### src/rtl/rr_arb8_pkg.sv
// Shared types and constants for the 8-way round-robin arbiter.
package rr_arb8_pkg;

  localparam int unsigned NREQ   = 8;
  localparam int unsigned IDX_W  = 3;
  localparam int unsigned HOLD_W = 4;

  typedef enum logic [1:0] {
    ST_IDLE    = 2'd0,
    ST_GRANT   = 2'd1,
    ST_RELEASE = 2'd2
  } state_e;

  // Rotate right so that bit s of v lands at position 0.
  function automatic logic [NREQ-1:0] rotr8(input logic [NREQ-1:0] v,
                                            input logic [IDX_W-1:0] s);
    logic [2*NREQ-1:0] w;
    w = {v, v} >> s;
    return w[NREQ-1:0];
  endfunction

endpackage

### src/rtl/rr_arb8_prio_enc8.sv
// 8-input priority encoder: lowest set bit wins, any_o flags a hit.
module prio_enc8
  import rr_arb8_pkg::*;
(
  input  logic [NREQ-1:0]  in_i,
  output logic [IDX_W-1:0] idx_o,
  output logic             any_o
);

  always_comb begin
    idx_o = '0;
    any_o = 1'b0;
    for (int i = NREQ - 1; i >= 0; i--) begin
      if (in_i[i]) begin
        idx_o = IDX_W'(i);
        any_o = 1'b1;
      end
    end
  end

endmodule

### src/rtl/rr_arb8_ctrl.sv
// Round-robin arbiter for 8 requesters with hold-time limit and one-cycle
// release gap between owners. All outputs are registered.
module rr_arb8_ctrl
  import rr_arb8_pkg::*;
#(
  parameter int unsigned MAX_HOLD = 15
) (
  input  logic             clk,
  input  logic             rst,
  input  logic [NREQ-1:0]  req,
  input  logic             done,
  output logic [NREQ-1:0]  gnt,
  output logic [IDX_W-1:0] gnt_idx,
  output logic             gnt_valid,
  output logic             timeout
);

  localparam logic [HOLD_W-1:0] HOLD_LIM = HOLD_W'(MAX_HOLD);

  state_e              state_q, state_d;
  logic [IDX_W-1:0]    ptr_q, ptr_d;
  logic [HOLD_W-1:0]   hold_q, hold_d;
  logic [NREQ-1:0]     gnt_q, gnt_d;
  logic [IDX_W-1:0]    idx_q, idx_d;
  logic                vld_q, vld_d;
  logic                to_q, to_d;

  logic [NREQ-1:0]     req_rot;
  logic [IDX_W-1:0]    enc_idx, win_idx;
  logic                enc_any;
  logic                owner_req, at_limit;

  // Search starts at ptr: rotate down, encode, rotate the index back up.
  assign req_rot = rotr8(req, ptr_q);

  prio_enc8 u_enc (
    .in_i  (req_rot),
    .idx_o (enc_idx),
    .any_o (enc_any)
  );

  assign win_idx   = enc_idx + ptr_q;
  assign owner_req = req[idx_q];
  // hold_q counts completed grant cycles, so this is the MAX_HOLD-th cycle.
  assign at_limit  = (hold_q == HOLD_LIM - 4'd1);

  always_ff @(posedge clk) begin
    if (rst) begin
      state_q <= ST_IDLE;
      ptr_q   <= '0;
      hold_q  <= '0;
      gnt_q   <= '0;
      idx_q   <= '0;
      vld_q   <= 1'b0;
      to_q    <= 1'b0;
    end else begin
      state_q <= state_d;
      ptr_q   <= ptr_d;
      hold_q  <= hold_d;
      gnt_q   <= gnt_d;
      idx_q   <= idx_d;
      vld_q   <= vld_d;
      to_q    <= to_d;
    end
  end

  always_comb begin
    state_d = state_q;
    case (state_q)
      ST_IDLE:    if (enc_any) state_d = ST_GRANT;
      ST_GRANT:   if (done || at_limit || !owner_req) state_d = ST_RELEASE;
      ST_RELEASE: state_d = ST_IDLE;
      default:    state_d = ST_IDLE;
    endcase
  end

  always_comb begin
    gnt_d  = '0;
    idx_d  = idx_q;
    vld_d  = 1'b0;
    to_d   = 1'b0;
    ptr_d  = ptr_q;
    hold_d = hold_q;
    case (state_q)
      ST_IDLE: begin
        if (enc_any) begin
          gnt_d  = NREQ'(1) << win_idx;
          idx_d  = win_idx;
          vld_d  = 1'b1;
          hold_d = '0;
        end
      end
      ST_GRANT: begin
        if (state_d == ST_GRANT) begin
          gnt_d  = gnt_q;
          vld_d  = 1'b1;
          hold_d = (hold_q == HOLD_LIM) ? hold_q : hold_q + 4'd1;
        end else begin
          // done on the limit cycle is an ordinary release.
          to_d = at_limit && !done;
        end
      end
      ST_RELEASE: ptr_d = idx_q + 3'd1;
      default: ;
    endcase
  end

  assign gnt       = gnt_q;
  assign gnt_idx   = idx_q;
  assign gnt_valid = vld_q;
  assign timeout   = to_q;

endmodule

### config.mk
export PLATFORM = sky130hd
export DESIGN_NAME = rr_arb8_ctrl
export DESIGN_NICKNAME = d
export VERILOG_FILES = /design/src/rtl/rr_arb8_pkg.sv /design/src/rtl/rr_arb8_prio_enc8.sv /design/src/rtl/rr_arb8_ctrl.sv
export SDC_FILE = /design/constraint.sdc
export NUM_CORES = 1
export LEC_CHECK = 0
export CAP_MARGIN = 20
export CELL_PAD_IN_SITES_DETAIL_PLACEMENT = 0
export CELL_PAD_IN_SITES_GLOBAL_PLACEMENT = 1
export CORE_UTILIZATION = 44
export CTS_BUF_LIST = sky130_fd_sc_hd__clkbuf_8
export DETAILED_ROUTE_END_ITERATION = 12
export GPL_TIMING_DRIVEN = 0
export PLACE_DENSITY_LB_ADDON = 0.05
export SLEW_MARGIN = 20
export SYNTH_ARGS = -nofsm -noshare
export SYNTH_HDL_FRONTEND = slang
export SYNTH_SLANG_ARGS = --single-unit
### constraint.sdc
create_clock -name clk -period 4.9 [get_ports clk]
set_input_delay 0.49 -clock clk [delete_from_list [all_inputs] [get_ports clk]]
set_output_delay 0.49 -clock clk [all_outputs]
set_load 0.005 [all_outputs]
# Word level (Yosys, flattened, before mapping)
# Cells that the tools add are included.
# classes
n_addsub,3
n_mux,31
order_cmp,1
n_eq_ne,9
reduce_logical,10
shifts,2
bitwise,1
# op_table
op,n
$mux W3,8
$mux W8,2
$pmux W8 S2,1
$shr A16 B3 Y8,1
$mux W4,3
$mux W1,11
$eq A4 B4 Y1 const B,2
$ne A2 B2 Y1 const B,4
$pmux W4 S2,1
$shl A1 B3 Y8 const A,1
$add A4 B1 Y4 const B,1
$eq A2 B1 Y1 const B,2
$lt A3 B4 Y1 const B,1
$mux W2,2
$pmux W2 S2,1
$reduce_and A4 Y1,1
$add A3 B1 Y3 const B,1
$add A3 B3 Y3,1
$bmux W1 S3,1
$reduce_or A3 Y1,1
$eq A2 B2 Y1 const B,1
$logic_not A1 Y1,2
$logic_not A2 Y1,1
$logic_or A1 B1 Y1,2
5 further kinds,5
# word_totals
output_inout_bits,13
reg_bits,22
elab_cells,64
input_bits,11

# Depth between registers and ports, before layout
# logic_depth
depth_word,14
depth_mapped,12
ltp_nobuf,11

# Hierarchy
# From an unflattened synthesis, not the netlist that was laid out.
# unflattened
hier_cells,167
hier_area_um2,1535.2
# modules_own_cells
mod,cells_per_inst,seq_area_each_um2,n_inst,area_per_inst_um2
rr_arb8_ctrl,154,440.4,1,1455.1
prio_enc8,13,0.0,1,80.1

# Least setup slack after synthesis
# Ideal clock, no wire load.
# synth_timing
path_type,register to register
from,register ptr_q[0]
to,register idx_q[2] (netlist: gnt_idx[2])
slack_ns,2.105
arrival_ns,2.673
stages_incl_launch_ff,13
t_required_ns,4.778
cell_sequence,dfxtp_1 > buf_2 > mux2_2 > nor2_1 > nor2_1 > o21ai_0 > a211o_1 > a22oi_1 > ha_1 > fa_1 > xnor2_1 > nor4_1 > a311o_1
# synth_via
elab_chain_len,10
word_cells_on_any_way,19
classes_between,add/sub: 1; shift: 1; mux: 16; reduce/logical: 1
# synth_lines
element,line,source
"start, declared",rr_arb8_ctrl.sv:21,"logic [IDX_W-1:0] ptr_q, ptr_d;"
"start signal, assigned",rr_arb8_ctrl.sv:58,ptr_q <= ptr_d;
$shr A16 B3 Y8,rr_arb8_pkg.sv:18,"w = {v, v} >> s;"
$mux W3 or $mux W1 (tied branches) (8 in a row),rr_arb8_prio_enc8.sv:14,if (in_i[i]) begin
$add A3 B3 Y3 or $reduce_and A2 Y1 (tied branches),--,
"end signal, assigned",rr_arb8_ctrl.sv:61,idx_q <= idx_d;
"end, declared",rr_arb8_ctrl.sv:24,"logic [IDX_W-1:0] idx_q, idx_d;"
# Several ways; a longest one is shown, not always the timed one.
# A chain may end at the register's enable or synchronous reset.

# Worst setup path in the final report
# layout_timing
from,input port req[6]
to,register gnt_q[4] (netlist: gnt[4])
# layout_via
elab_chain_len,13
word_cells_on_any_way,30
classes_between,add/sub: 1; eq/ne: 2; shift: 2; mux: 23; reduce/logical: 2
# layout_lines
element,line,source
"start, declared",rr_arb8_ctrl.sv:10,"input logic [NREQ-1:0] req,"
$shr A16 B3 Y8 *,rr_arb8_pkg.sv:18,
$mux W3 (7 in a row),rr_arb8_prio_enc8.sv:14,
$mux W3 *,rr_arb8_prio_enc8.sv:14,
$add A3 B3 Y3 *,rr_arb8_ctrl.sv:42,assign win_idx = enc_idx + ptr_q;
net win_idx[0],rr_arb8_ctrl.sv:29,"logic [IDX_W-1:0] enc_idx, win_idx;"
$shl A1 B3 Y8 *,rr_arb8_ctrl.sv:87,gnt_d = NREQ'(1) << win_idx;
$mux W8 *,rr_arb8_ctrl.sv:86,if (enc_any) begin
$pmux W8 S2 *,rr_arb8_ctrl.sv:84,case (state_q)
"end signal, assigned",rr_arb8_ctrl.sv:60,gnt_q <= gnt_d;
"end, declared",rr_arb8_ctrl.sv:23,"logic [NREQ-1:0] gnt_q, gnt_d;"
# The timed path passes the listed nets; every way through them passes the cells marked *. The select of a mux whose other input is x is not followed.

==> implementation parameters <==
Parameter                              Value

Clock tree
  Skew-Pair Late Insertion Delay    0.26 ns
  Cts repair resizes    0
  Setup Buffers After CTS    0
  Clock tree from TritonCTS    built
  Clk buf depth    2
  Clock buffer count from CTS    3
  Clk pin slew, worst setup/hold paths    0.07 ns
  H-Tree Depth    1
  Cell at the root of the clock tree    clkbuf_8
  Hold buffer count at CTS    0
  Number of clock sinks    22

Floorplan
  Horizontal extent of the die    59.9 microns
  Initial cell density of the core    47.2%
  Row cnt    20
  CORE AREA    0.00313 sq mm
  Area enclosed by the die boundary    0.00359 sq mm
  Ports    24
  Vertical die dimension    59.9 microns

Timing
  Tightest slew margin relative to the limit    65.3%
  Hold violation count in the final report    0
  Setup repair after global routing missed its margin    false
  Final min period    3.35 ns
  Post-layout worst setup margin    1.55 ns
  Measured slew at the worst slew-check pin    0.518 ns
  Setup TNS after final layout    0 ns
  Count of endpoints failing setup in the final report    0
  Final period utilization    68.3%
  Number of pins exceeding their max-slew limit in the final report    0
  Maximum clock rate    299 MHz
  Skew final    0.00226 ns

Detailed routing
  Number of remaining DRC errors    0
  Remaining number of nets flagged by the antenna check after routing    0
  Via count normalized by instance count    5.84
  Detailed-route via count    1,472
  Aggregate routed wire length    3.62 mm
  Final routed wire length divided by cell count    14.4 microns
  Iter 0 DRT Violations    70
  1st-pass router iterations    6

Yosys
  Share of synthesized area occupied by flip-flops and latches    29.8%
  Netlist Area Pre-Place    0.00148 sq mm
  Async S/R FF share, synth    0%
  Avg Synthesized Cell Area    8.07 sq um
  Number of distinct standard cells referenced by the synthesized netlist    50
  Post-synthesis instance total    183
  Yosys warning total    0
  Post-synth EDFFs    0
  Count of state elements after synthesis    22
  Net count of the mapped netlist    199
  Main flop type after synthesis    dfxtp_1

Cells and area
  Count of filler cells inserted in the layout    305
  Multi-input gate area in the final layout    978 sq um
  Storage element area    440 sq um
  Fraction of final layout cells with drive strength greater than 1    7.21%
  Number of nets in the final layout    226
  Area growth from synthesis to final layout    21.4%
  Total inserted antenna cells    0

Global routing
  Combined global-route utilization of all metal layers    22.5%
  Vias in the first global route    1,346
  Wire length of the first global-routing pass    6.06 mm
  Maximum number of pins on one net before global-route repair    12
  Antenna violations before repair    0
  Aggregate global routing overflow    0

Power and ir drop
  Sequential power share    46.1%
  Net load switching power    133 uW
  Switching power share of the total    30.4%
  Combinational share of power    29.1%
  Clock Power Share    24.8%
  Peak supply drop    0.189 mV
  Power density relative to cell area    245 mW/mm^2
  Static leakage    0.669 nW
  Power consumption    439 uW
  Cell internal pwr    305 uW

Setup path
  Critical Path End Type    flip-flop
  Crit start category    input pin
  Cells traversed along the worst timing path    clkdlybuf4s50_1, nand2_1, a21boi_0, o2bb2a_1, a211oi_1, o22ai_1, a22oi_1, ha_1, nor4_1, nor2b_1, a22o_1
  Slowest Stage Delay on Critical Path    0.56 ns
  Critical-path maximum fanout    5
  Worst setup path class    in2reg
  Data arrival time of the critical path    3.55 ns
  Required time of the critical path    5.10 ns
  Slowest CP cell    clkdlybuf4s50_1

Placed design
  Placer's final routability congestion estimate    0.932
  Count of buffers inserted at the top-level ports    22
  Post-Place Setup Slack    1.35 ns
  Sum of net half-perimeters after detailed placement    2.84 mm

Hold path
  Min-delay worst type    reg2reg

Flow run
  Total of max-cap violations    0

Outcome
  Result of the run    complete, no violations
==> synthesized netlist by cell type, types with 2 or more instances <==
| library cell | number | area [sq um] |
|---|---|---|
| a21boi_0 | 3 | 22.5 |
| a21oi_1 | 11 | 55.1 |
| a22o_1 | 4 | 35.0 |
| a2bb2oi_1 | 2 | 17.5 |
| a311o_1 | 2 | 20.0 |
| a31oi_1 | 5 | 31.3 |
| and3_1 | 2 | 12.5 |
| and4_1 | 2 | 17.5 |
| clkbuf_1 | 4 | 15.0 |
| dfxtp_1 | 22 | 440 |
| ha_1 | 4 | 50.1 |
| inv_1 | 7 | 26.3 |
| mux2_2 | 3 | 33.8 |
| mux2i_1 | 5 | 50.1 |
| mux4_2 | 2 | 45.0 |
| nand2_1 | 20 | 75.1 |
| nand2b_1 | 5 | 31.3 |
| nand3_1 | 8 | 40.0 |
| nand3b_1 | 2 | 15.0 |
| nand4_1 | 2 | 12.5 |
| nor2_1 | 20 | 75.1 |
| nor3_1 | 8 | 40.0 |
| nor4_1 | 3 | 18.8 |
| o21ai_0 | 5 | 25.0 |
| o21ai_1 | 2 | 10.0 |
| o22ai_1 | 3 | 18.8 |
| o311ai_0 | 2 | 17.5 |
| xnor2_1 | 3 | 26.3 |
==> metal layers <==
metal | vias to the layer above | global-route usage (%) | routed length (microns) | part of all wire (%)
li1 | 732 | - | - | -
met1 | 685 | 31.2 | 1760 | 49
met2 | 51 | 36.0 | 1630 | 45
met3 | 4 | 5.41 | 207 | 5.7
met4 | 0 | 3.32 | 19 | 0.53
met5 | - | 0 | 0 | 0
==> worst max-delay path, delay by kind of cell <==
| family | cells | cell delay, ns |
|---|---|---|
| AO/OA/AOI/OAI | 6 | 1.30 |
| AND/OR/NAND/NOR | 3 | 0.85 |
| buffers and inverters | 1 | 0.56 |
| adder cells (fa/ha/maj) | 1 | 0.35 |
==> state kept, by name, indices dropped and copies added, names as in the netlist <==
| name | count |
|---|---|
| gnt | 8 |
| state_q | 2 |
| ptr_q | 3 |
| timeout | 1 |
| gnt_idx | 3 |
| gnt_valid | 1 |
| hold_q | 4 |
==> final cells by class <==
class                   count  area share, %
multi-input cells         148           54.6
flip-flops and latches     22           24.6
repair buffers             22           12.3
well taps                  44           3.07
clock buffers               3           2.30
plain buffers               6           1.74
inverters                   7           1.47
==> final timing paths <==
kind / from / to / slack (ns) / cells after the start
worst min-delay path: gnt[2]$_SDFFE_PP0P_ / gnt[2]$_SDFFE_PP0P_ / 0.46 / 2
worst max-delay path: req[6] / gnt[4]$_SDFFE_PP0P_ / 1.55 / 11
worst max register to register: ptr_q[0]$_SDFFE_PP0N_ / gnt[7]$_SDFFE_PP0P_ / 1.72 / 12
worst min register to register: gnt[2]$_SDFFE_PP0P_ / gnt[2]$_SDFFE_PP0P_ / 0.46 / 2
==> logic make-up after synthesis <==
| kind of cell | count (synthesis) | share of synthesized area (%) |
|---|---|---|
| adder cells (fa/ha/maj) | 5 | 4.75 |
| XOR/XNOR | 4 | 2.37 |
| buffers and inverters | 13 | 3.90 |
| multiplexers | 10 | 8.73 |
| AND/OR/NAND/NOR | 82 | 28.6 |
| AO/OA/AOI/OAI | 47 | 21.9 |
| flip-flops | 22 | 29.8 |
==> power groups by stage <==
stage / sequential, mW / combinational, mW / clock (mW)
final: 0.202 / 0.128 / 0.109
after global routing: 0.204 / 0.143 / 0.118
after CTS: 0.202 / 0.127 / 0.112
after detailed placement: 0.206 / 0.127 / 0
after global placement: 0.205 / 0.126 / 0
after floorplan: 0.204 / 0.0807 / 0
==> cell usage in the layout, fill, tap and decap left out, types with 4 or more instances in the layout <==
cell type / netlist / layout
a21oi_1: 11 / 11
a22o_1: 4 / 4
a31oi_1: 5 / 5
clkbuf_1: 4 / 4
clkdlybuf4s50_1: 0 / 22
dfxtp_1: 22 / 22
ha_1: 4 / 4
inv_1: 7 / 7
mux2i_1: 5 / 5
nand2_1: 20 / 20
nand2b_1: 5 / 5
nand3_1: 8 / 8
nor2_1: 20 / 20
nor3_1: 8 / 8
o21ai_0: 5 / 5
==> metrics by stage <==
stage	hold slack (ns)	utilization [%]	instance area (sq um)	std cells
after floorplan	0.443	-	1480	183
after global placement	0.437	56.0	1750	249
after detailed placement	0.451	56.0	1750	249
after CTS	0.461	57.3	1790	252
after global routing	0.483	57.3	1790	252
final	0.456	57.3	1790	252
(Power assumes the default switching activity.)
